### src/rtl/uart_rx_byte.sv
// uart_rx_byte: 8-bit asynchronous serial receiver with a one-entry holding register.
// Frame is 8N1 by default. Defining UART_RX_PARITY_EN adds a parity bit after the data
// (8E1 or 8O1, selected by PARITY_ODD). Frames with a bad stop bit or bad parity are
// discarded and flagged with a one-cycle pulse.

module uart_rx_byte #(
    parameter int unsigned CLKS_PER_BIT = 87,
    parameter int unsigned PARITY_ODD   = 0
) (
    input  logic       clk,
    input  logic       rst_n,
    input  logic       rx,
    output logic [7:0] data,
    output logic       valid,
    input  logic       ready,
    output logic       frame_err,
    output logic       parity_err,
    output logic       overrun,
    output logic       busy
);

    localparam logic [15:0] HalfCnt = 16'(CLKS_PER_BIT / 2);
    localparam logic [15:0] LastCnt = 16'(CLKS_PER_BIT - 1);
    localparam logic        ParOdd  = (PARITY_ODD != 0);
`ifdef UART_RX_PARITY_EN
    localparam logic        ParEn   = 1'b1;
`else
    localparam logic        ParEn   = 1'b0;
`endif

    typedef enum logic [2:0] {
        StIdle,
        StStart,
        StData,
`ifdef UART_RX_PARITY_EN
        StParity,
`endif
        StStop
    } state_e;

    state_e      state_q, state_d;
    logic [15:0] cnt_q, cnt_d;
    logic [2:0]  bit_q, bit_d;
    logic [7:0]  sreg_q, sreg_d;
    logic        par_bit_q, par_bit_d;
    logic        fin_q, fin_d;
    logic        stop_q, stop_d;
    logic        rx_meta_q, rx_sync_q, rx_prev_q;

    logic [7:0]  data_q, data_d;
    logic        valid_q, valid_d;
    logic        frame_err_q, frame_err_d;
    logic        parity_err_q, parity_err_d;
    logic        overrun_q, overrun_d;
    logic        par_bad;
    logic        deliver;

    // Two-flop synchronizer plus one delayed copy for falling-edge detection.
    always_ff @(posedge clk or negedge rst_n) begin
        if (!rst_n) begin
            rx_meta_q <= 1'b1;
            rx_sync_q <= 1'b1;
            rx_prev_q <= 1'b1;
        end else begin
            rx_meta_q <= rx;
            rx_sync_q <= rx_meta_q;
            rx_prev_q <= rx_sync_q;
        end
    end

    // Frame FSM state register.
    always_ff @(posedge clk or negedge rst_n) begin
        if (!rst_n) begin
            state_q   <= StIdle;
            cnt_q     <= '0;
            bit_q     <= '0;
            sreg_q    <= '0;
            par_bit_q <= 1'b0;
            fin_q     <= 1'b0;
            stop_q    <= 1'b0;
        end else begin
            state_q   <= state_d;
            cnt_q     <= cnt_d;
            bit_q     <= bit_d;
            sreg_q    <= sreg_d;
            par_bit_q <= par_bit_d;
            fin_q     <= fin_d;
            stop_q    <= stop_d;
        end
    end

    // Frame FSM next state: bit timing, sampling and shifting; fin_d marks the stop sample.
    always_comb begin
        state_d   = state_q;
        cnt_d     = cnt_q;
        bit_d     = bit_q;
        sreg_d    = sreg_q;
        par_bit_d = par_bit_q;
        fin_d     = 1'b0;
        stop_d    = stop_q;
        case (state_q)
            StIdle: begin
                if (rx_prev_q && !rx_sync_q) begin
                    state_d = StStart;
                    cnt_d   = '0;
                end
            end
            StStart: begin
                if (cnt_q == HalfCnt) begin
                    cnt_d   = '0;
                    bit_d   = '0;
                    // A start bit that is high again at mid-bit was a glitch.
                    state_d = rx_sync_q ? StIdle : StData;
                end else begin
                    cnt_d = cnt_q + 16'd1;
                end
            end
            StData: begin
                if (cnt_q == LastCnt) begin
                    cnt_d  = '0;
                    sreg_d = {rx_sync_q, sreg_q[7:1]};
                    bit_d  = bit_q + 3'd1;
                    if (bit_q == 3'd7) begin
`ifdef UART_RX_PARITY_EN
                        state_d = StParity;
`else
                        state_d = StStop;
`endif
                    end
                end else begin
                    cnt_d = cnt_q + 16'd1;
                end
            end
`ifdef UART_RX_PARITY_EN
            StParity: begin
                if (cnt_q == LastCnt) begin
                    cnt_d     = '0;
                    par_bit_d = rx_sync_q;
                    state_d   = StStop;
                end else begin
                    cnt_d = cnt_q + 16'd1;
                end
            end
`endif
            StStop: begin
                if (cnt_q == LastCnt) begin
                    cnt_d   = '0;
                    fin_d   = 1'b1;
                    stop_d  = rx_sync_q;
                    state_d = StIdle;
                end else begin
                    cnt_d = cnt_q + 16'd1;
                end
            end
            default: begin
                state_d = StIdle;
                cnt_d   = '0;
            end
        endcase
    end

    // Parity is only ever flagged when the parity bit is built in.
    assign par_bad = ParEn & (par_bit_q ^ (^sreg_q) ^ ParOdd);
    assign deliver = fin_q & stop_q & ~par_bad;

    // Holding register and error pulses, resolved one cycle after the stop sample.
    always_comb begin
        data_d       = data_q;
        valid_d      = valid_q;
        frame_err_d  = fin_q & ~stop_q;
        parity_err_d = fin_q & stop_q & par_bad;
        overrun_d    = 1'b0;
        if (deliver) begin
            if (valid_q && !ready) begin
                overrun_d = 1'b1;
            end else begin
                data_d  = sreg_q;
                valid_d = 1'b1;
            end
        end else if (valid_q && ready) begin
            valid_d = 1'b0;
        end
    end

    // Output registers.
    always_ff @(posedge clk or negedge rst_n) begin
        if (!rst_n) begin
            data_q       <= '0;
            valid_q      <= 1'b0;
            frame_err_q  <= 1'b0;
            parity_err_q <= 1'b0;
            overrun_q    <= 1'b0;
        end else begin
            data_q       <= data_d;
            valid_q      <= valid_d;
            frame_err_q  <= frame_err_d;
            parity_err_q <= parity_err_d;
            overrun_q    <= overrun_d;
        end
    end

    assign data       = data_q;
    assign valid      = valid_q;
    assign frame_err  = frame_err_q;
    assign parity_err = parity_err_q;
    assign overrun    = overrun_q;
    assign busy       = (state_q != StIdle);

endmodule

### config.mk
export PLATFORM = sky130hd
export DESIGN_NAME = uart_rx_byte
export DESIGN_NICKNAME = d
export VERILOG_FILES = /design/src/rtl/uart_rx_byte.sv
export SDC_FILE = /design/constraint.sdc
export NUM_CORES = 1
export LEC_CHECK = 0
export ABC_AREA = 1
export BUFFER_PORTS_ARGS = -buffer_cell sky130_fd_sc_hd__buf_2
export CAP_MARGIN = 20
export CORE_MARGIN = 1
export CORE_UTILIZATION = 50
export CTS_BUF_LIST = sky130_fd_sc_hd__clkbuf_8
export DETAILED_ROUTE_END_ITERATION = 12
export HOLD_SLACK_MARGIN = 0.08
export PLACE_DENSITY = 0.8
export SLEW_MARGIN = 15
export SYNTH_ARGS = -nofsm -noshare
export SYNTH_HDL_FRONTEND = slang
export SYNTH_SLANG_ARGS = --single-unit
### constraint.sdc
create_clock -name clk -period 1.89 [get_ports clk]
set_input_delay 0.0945 -clock clk [delete_from_list [all_inputs] [get_ports clk]]
set_output_delay 0.0945 -clock clk [all_outputs]
set_load 0.005 [all_outputs]
==> impl_metrics.py <==
metrics = {
    "status": {
        "status": "finished, final reports clean",
    },
    "critical_path": {
        "r2r_setup_slack_ns": 0.31,
        "cp_max_fo": 17,
        "path_cells": "inv_1 > ha_1 > nand3_1 > nor2_2 > nand2_4 > nor2_8 > inv_2 > nand2_2 > nand2_1 > nand2_1",
        "cpMostUsedCell": "nand2_1",
        "crit_slowest_cell": "dfrtp_1",
        "critPathArrivalTime_ns": 1.81,
        "r2r-start": "cnt_q[0]",
        "critical_path.max_stage_delay_ns": 0.40,
        "worst_r2r_endpoint": "bit_q[2]",
        "worstPathRequired_ns": 2.12,
        "r2r_cells": 10,
        "path_buf_inv": 2,
        "startpoint_type": "register",
        "endpoint_kind": "register",
        "criticalPathCategory": "reg2reg",
        "cp_top_family": "simple AND/OR/NAND/NOR gates",
    },
    "cts": {
        "cts_tree": "built",
        "insertion_delay_ns": 0.30,
        "cts_buffer_depth": 2,
        "root_buffer": "clkbuf_8",
        "cts.htree.levels": 2,
        "cts_made_buffers": 5,
        "cts.sinks": 45,
        "cts.clk_slew.worst_paths_ns": 0.08,
    },
    "sta": {
        "hold_viol": 0,
        "fmax_mhz": 633.3,
        "fin_worst_skew_ns": 0.008659,
        "post-route-period-util": 0.8354,
        "worst_pin_slew_ns": 0.5377,
        "rsz0062_at_grt": "no",
        "slew_viol_final": 0,
        "setup_ws_ns": 0.3111,
        "fin_tns_setup_ns": 0,
        "setup_viol": 0,
        "relSlewSlack": 0.6416,
        "period_needed_ns": 1.579,
    },
    "yosys": {
        "synth_top_family_by_area": "simple AND/OR/NAND/NOR gates",
        "syn_inst": 273,
        "yosys_warnings": 0,
        "synth_ff_type": "dfrtp_1",
        "syn_avg_cell_area_um2": 8.447,
        "synthAdderAreaFrac": 0.02170,
        "async_flop_share": 1.000,
        "synth_compound_area_frac": 0.08030,
        "synth_mux_area_frac": 0,
        "synth.cell_area_um2": 2306,
        "synth_seq_cells": 45,
        "syn-num-nets": 281,
        "ys_seq_area_frac": 0.4900,
        "synth_xor_area_frac": 0.02659,
        "synth_edf_count": 0,
        "synth_simple_gate_area_frac": 0.3098,
        "synth_cell_types": 31,
    },
    "pwr": {
        "powerDensity_nw_per_um2": 870.3,
        "p_switching_uw": 780.1,
        "ir_drop_v": 0.0004447,
        "p_clk_frac": 0.273,
        "p_leak_uw": 0.001284,
        "swShare": 0.3529,
        "internal_power_uw": 1430,
        "seq_power_share": 0.490,
        "p_comb_frac": 0.236,
        "total_power_uw": 2211,
    },
    "worst_hold_path": {
        "holdCritPathClass": "reg2reg",
        "worstHoldPathCells": 0,
        "min_to": "rx_sync_q",
        "min_from": "rx_meta_q",
    },
    "place": {
        "post-place-cells": 337,
        "pre_cts_ws_ns": 0.3264,
        "place.gp.congestion": 0.8197,
        "dpl.hpwl_um": 2845,
        "port_buffers": 15,
    },
    "global_route": {
        "grt_pass1_vias": 1656,
        "grt_start_max_net_pins": 46,
        "antenna_found_initial": 0,
        "grt_pass1_wl_um": 7196,
        "grt_usage": 0.1824,
        "overflow": 0,
    },
    "routing": {
        "wl_per_cell_um": 11.51,
        "drt_iter0_markers": 70,
        "viasPerCell": 5.132,
        "wirelength_um": 4004,
        "dr_total_vias": 1786,
        "first_pass_iters": 4,
        "ant_nets": 0,
        "drc": 0,
    },
    "layout": {
        "layout_commonest_cell": "nand2_1",
        "fin_cells": 348,
        "synthToLayoutAreaGrowth_pct": 10.15,
        "antenna_cells": 0,
        "postLayoutCoreUtil": 0.5793,
        "final_cell_mix": "nand2_1, dfrtp_1, inv_1, nor2_1, o21ai_0",
        "fin_nets": 303,
        "drive_gt1_frac": 0.1993,
    },
    "floorplan": {
        "io_pins": 17,
        "rows": 24,
        "coreArea_um2": 4384,
        "die_area_um2": 4887,
        "die_w_um": 69.91,
        "dieHeight_um": 69.91,
        "initial_utilization": 0.5260,
    },
    "run": {
        "drv_cap": 0,
    },
}
[worst max path at each step]
| stage | start | end | slack (ns) | depth (start not counted) |
|---|---|---|---|---|
| 2_1_floorplan | cnt_q[0] | cnt_q[7] | 0.48 | 10 |
| 3_3_place_gp | cnt_q[0] | bit_q[2] | 0.40 | 9 |
| 3_5_place_dp | cnt_q[0] | bit_q[2] | 0.33 | 10 |
| 4_1_cts | cnt_q[0] | bit_q[2] | 0.30 | 10 |
| 5_1_grt | cnt_q[0] | bit_q[1] | 0.22 | 10 |
| 6_report | cnt_q[0] | bit_q[2] | 0.31 | 10 |
[metal layers]
metal | vias up | part of all wire | GRT usage
met5 | - | 0 | 0
met4 | 0 | 0.019 | 0.07111
met3 | 9 | 0.025 | 0.03175
met2 | 33 | 0.49 | 0.2981
met1 | 837 | 0.47 | 0.2419
li1 | 907 | - | -
[synthesized netlist by cell type (3+ instances only)]
cell type	number	area (um^2)
dfstp_2	3	78.83
ha_1	4	50.05
inv_1	32	120.1
o21ai_2	5	43.79
nand4_1	6	37.54
nand2_1	72	270.3
dfrtp_1	42	1051
xor2_1	7	61.31
nand3_2	3	30.03
nor2_1	24	90.09
o21ai_0	20	100.1
nand2_2	13	81.33
nand2_4	5	56.30
nand3_1	17	85.08
[worst register-to-register path, cell delays in order, from the launching register on]
cell and delay, ns:
dfrtp_1 0.40, inv_1 0.09, ha_1 0.15, nand3_1 0.09
nor2_2 0.16, nand2_4 0.10, nor2_8 0.23, inv_2 0.10
nand2_2 0.09, nand2_1 0.05, nand2_1 0.06
[metrics by stage]
step / hold slack [ns] / instance area, um^2
2_1_floorplan: -0.2011 / 2306
3_3_place_gp: 0.2010 / 2420
3_5_place_dp: 0.2003 / 2420
4_1_cts: 0.3597 / 2540
5_1_grt: 0.3690 / 2540
6_report: 0.3585 / 2540
[flip-flops by register name, summed over array words and instances, names as in the netlist]
register and count:
rx_meta_q 1, cnt_q 16, rx_sync_q 1, valid 1, stop_q 1, fin_q 1
overrun 1, state_q 2, data 8, rx_prev_q 1, bit_q 3, frame_err 1
sreg_q 8
[cells by family (layout without fill, tap and decap cells)]
family	count (synthesis)	after routing
buf+inv	38	61
xor+xnor	7	7
fa+ha+maj	4	4
compound gates	31	31
flops	45	45
other cells	1	1
simple gates	147	147
[power by group through the flow]
stage | Sequential (uW) | Clock [uW] | Combinational [uW]
finish | 1080 | 604 | 523
global route | 1090 | 658 | 587
CTS | 1080 | 616 | 527
detailed placement | 1100 | 0 | 515
global placement | 1100 | 0 | 506
floorplan | 1090 | 0 | 423
[repair_timing]
item | CTS | global route
hold endpoints to repair | 45 | 0
buffers inserted | 0 | 0
resized for setup | 0 | 0
hold buffers | 3 | 0
[final cells by class]
cell class,instances,area [um^2]
multi-input combinational,190,1015
inverter,34,127.6
clock inverter,3,21.27
sequential,45,1130
clock buffer,5,68.82
tap,52,65.06
timing repair buffer,19,112.6
fill,389,1844
Power figures use the tool's default switching activity.
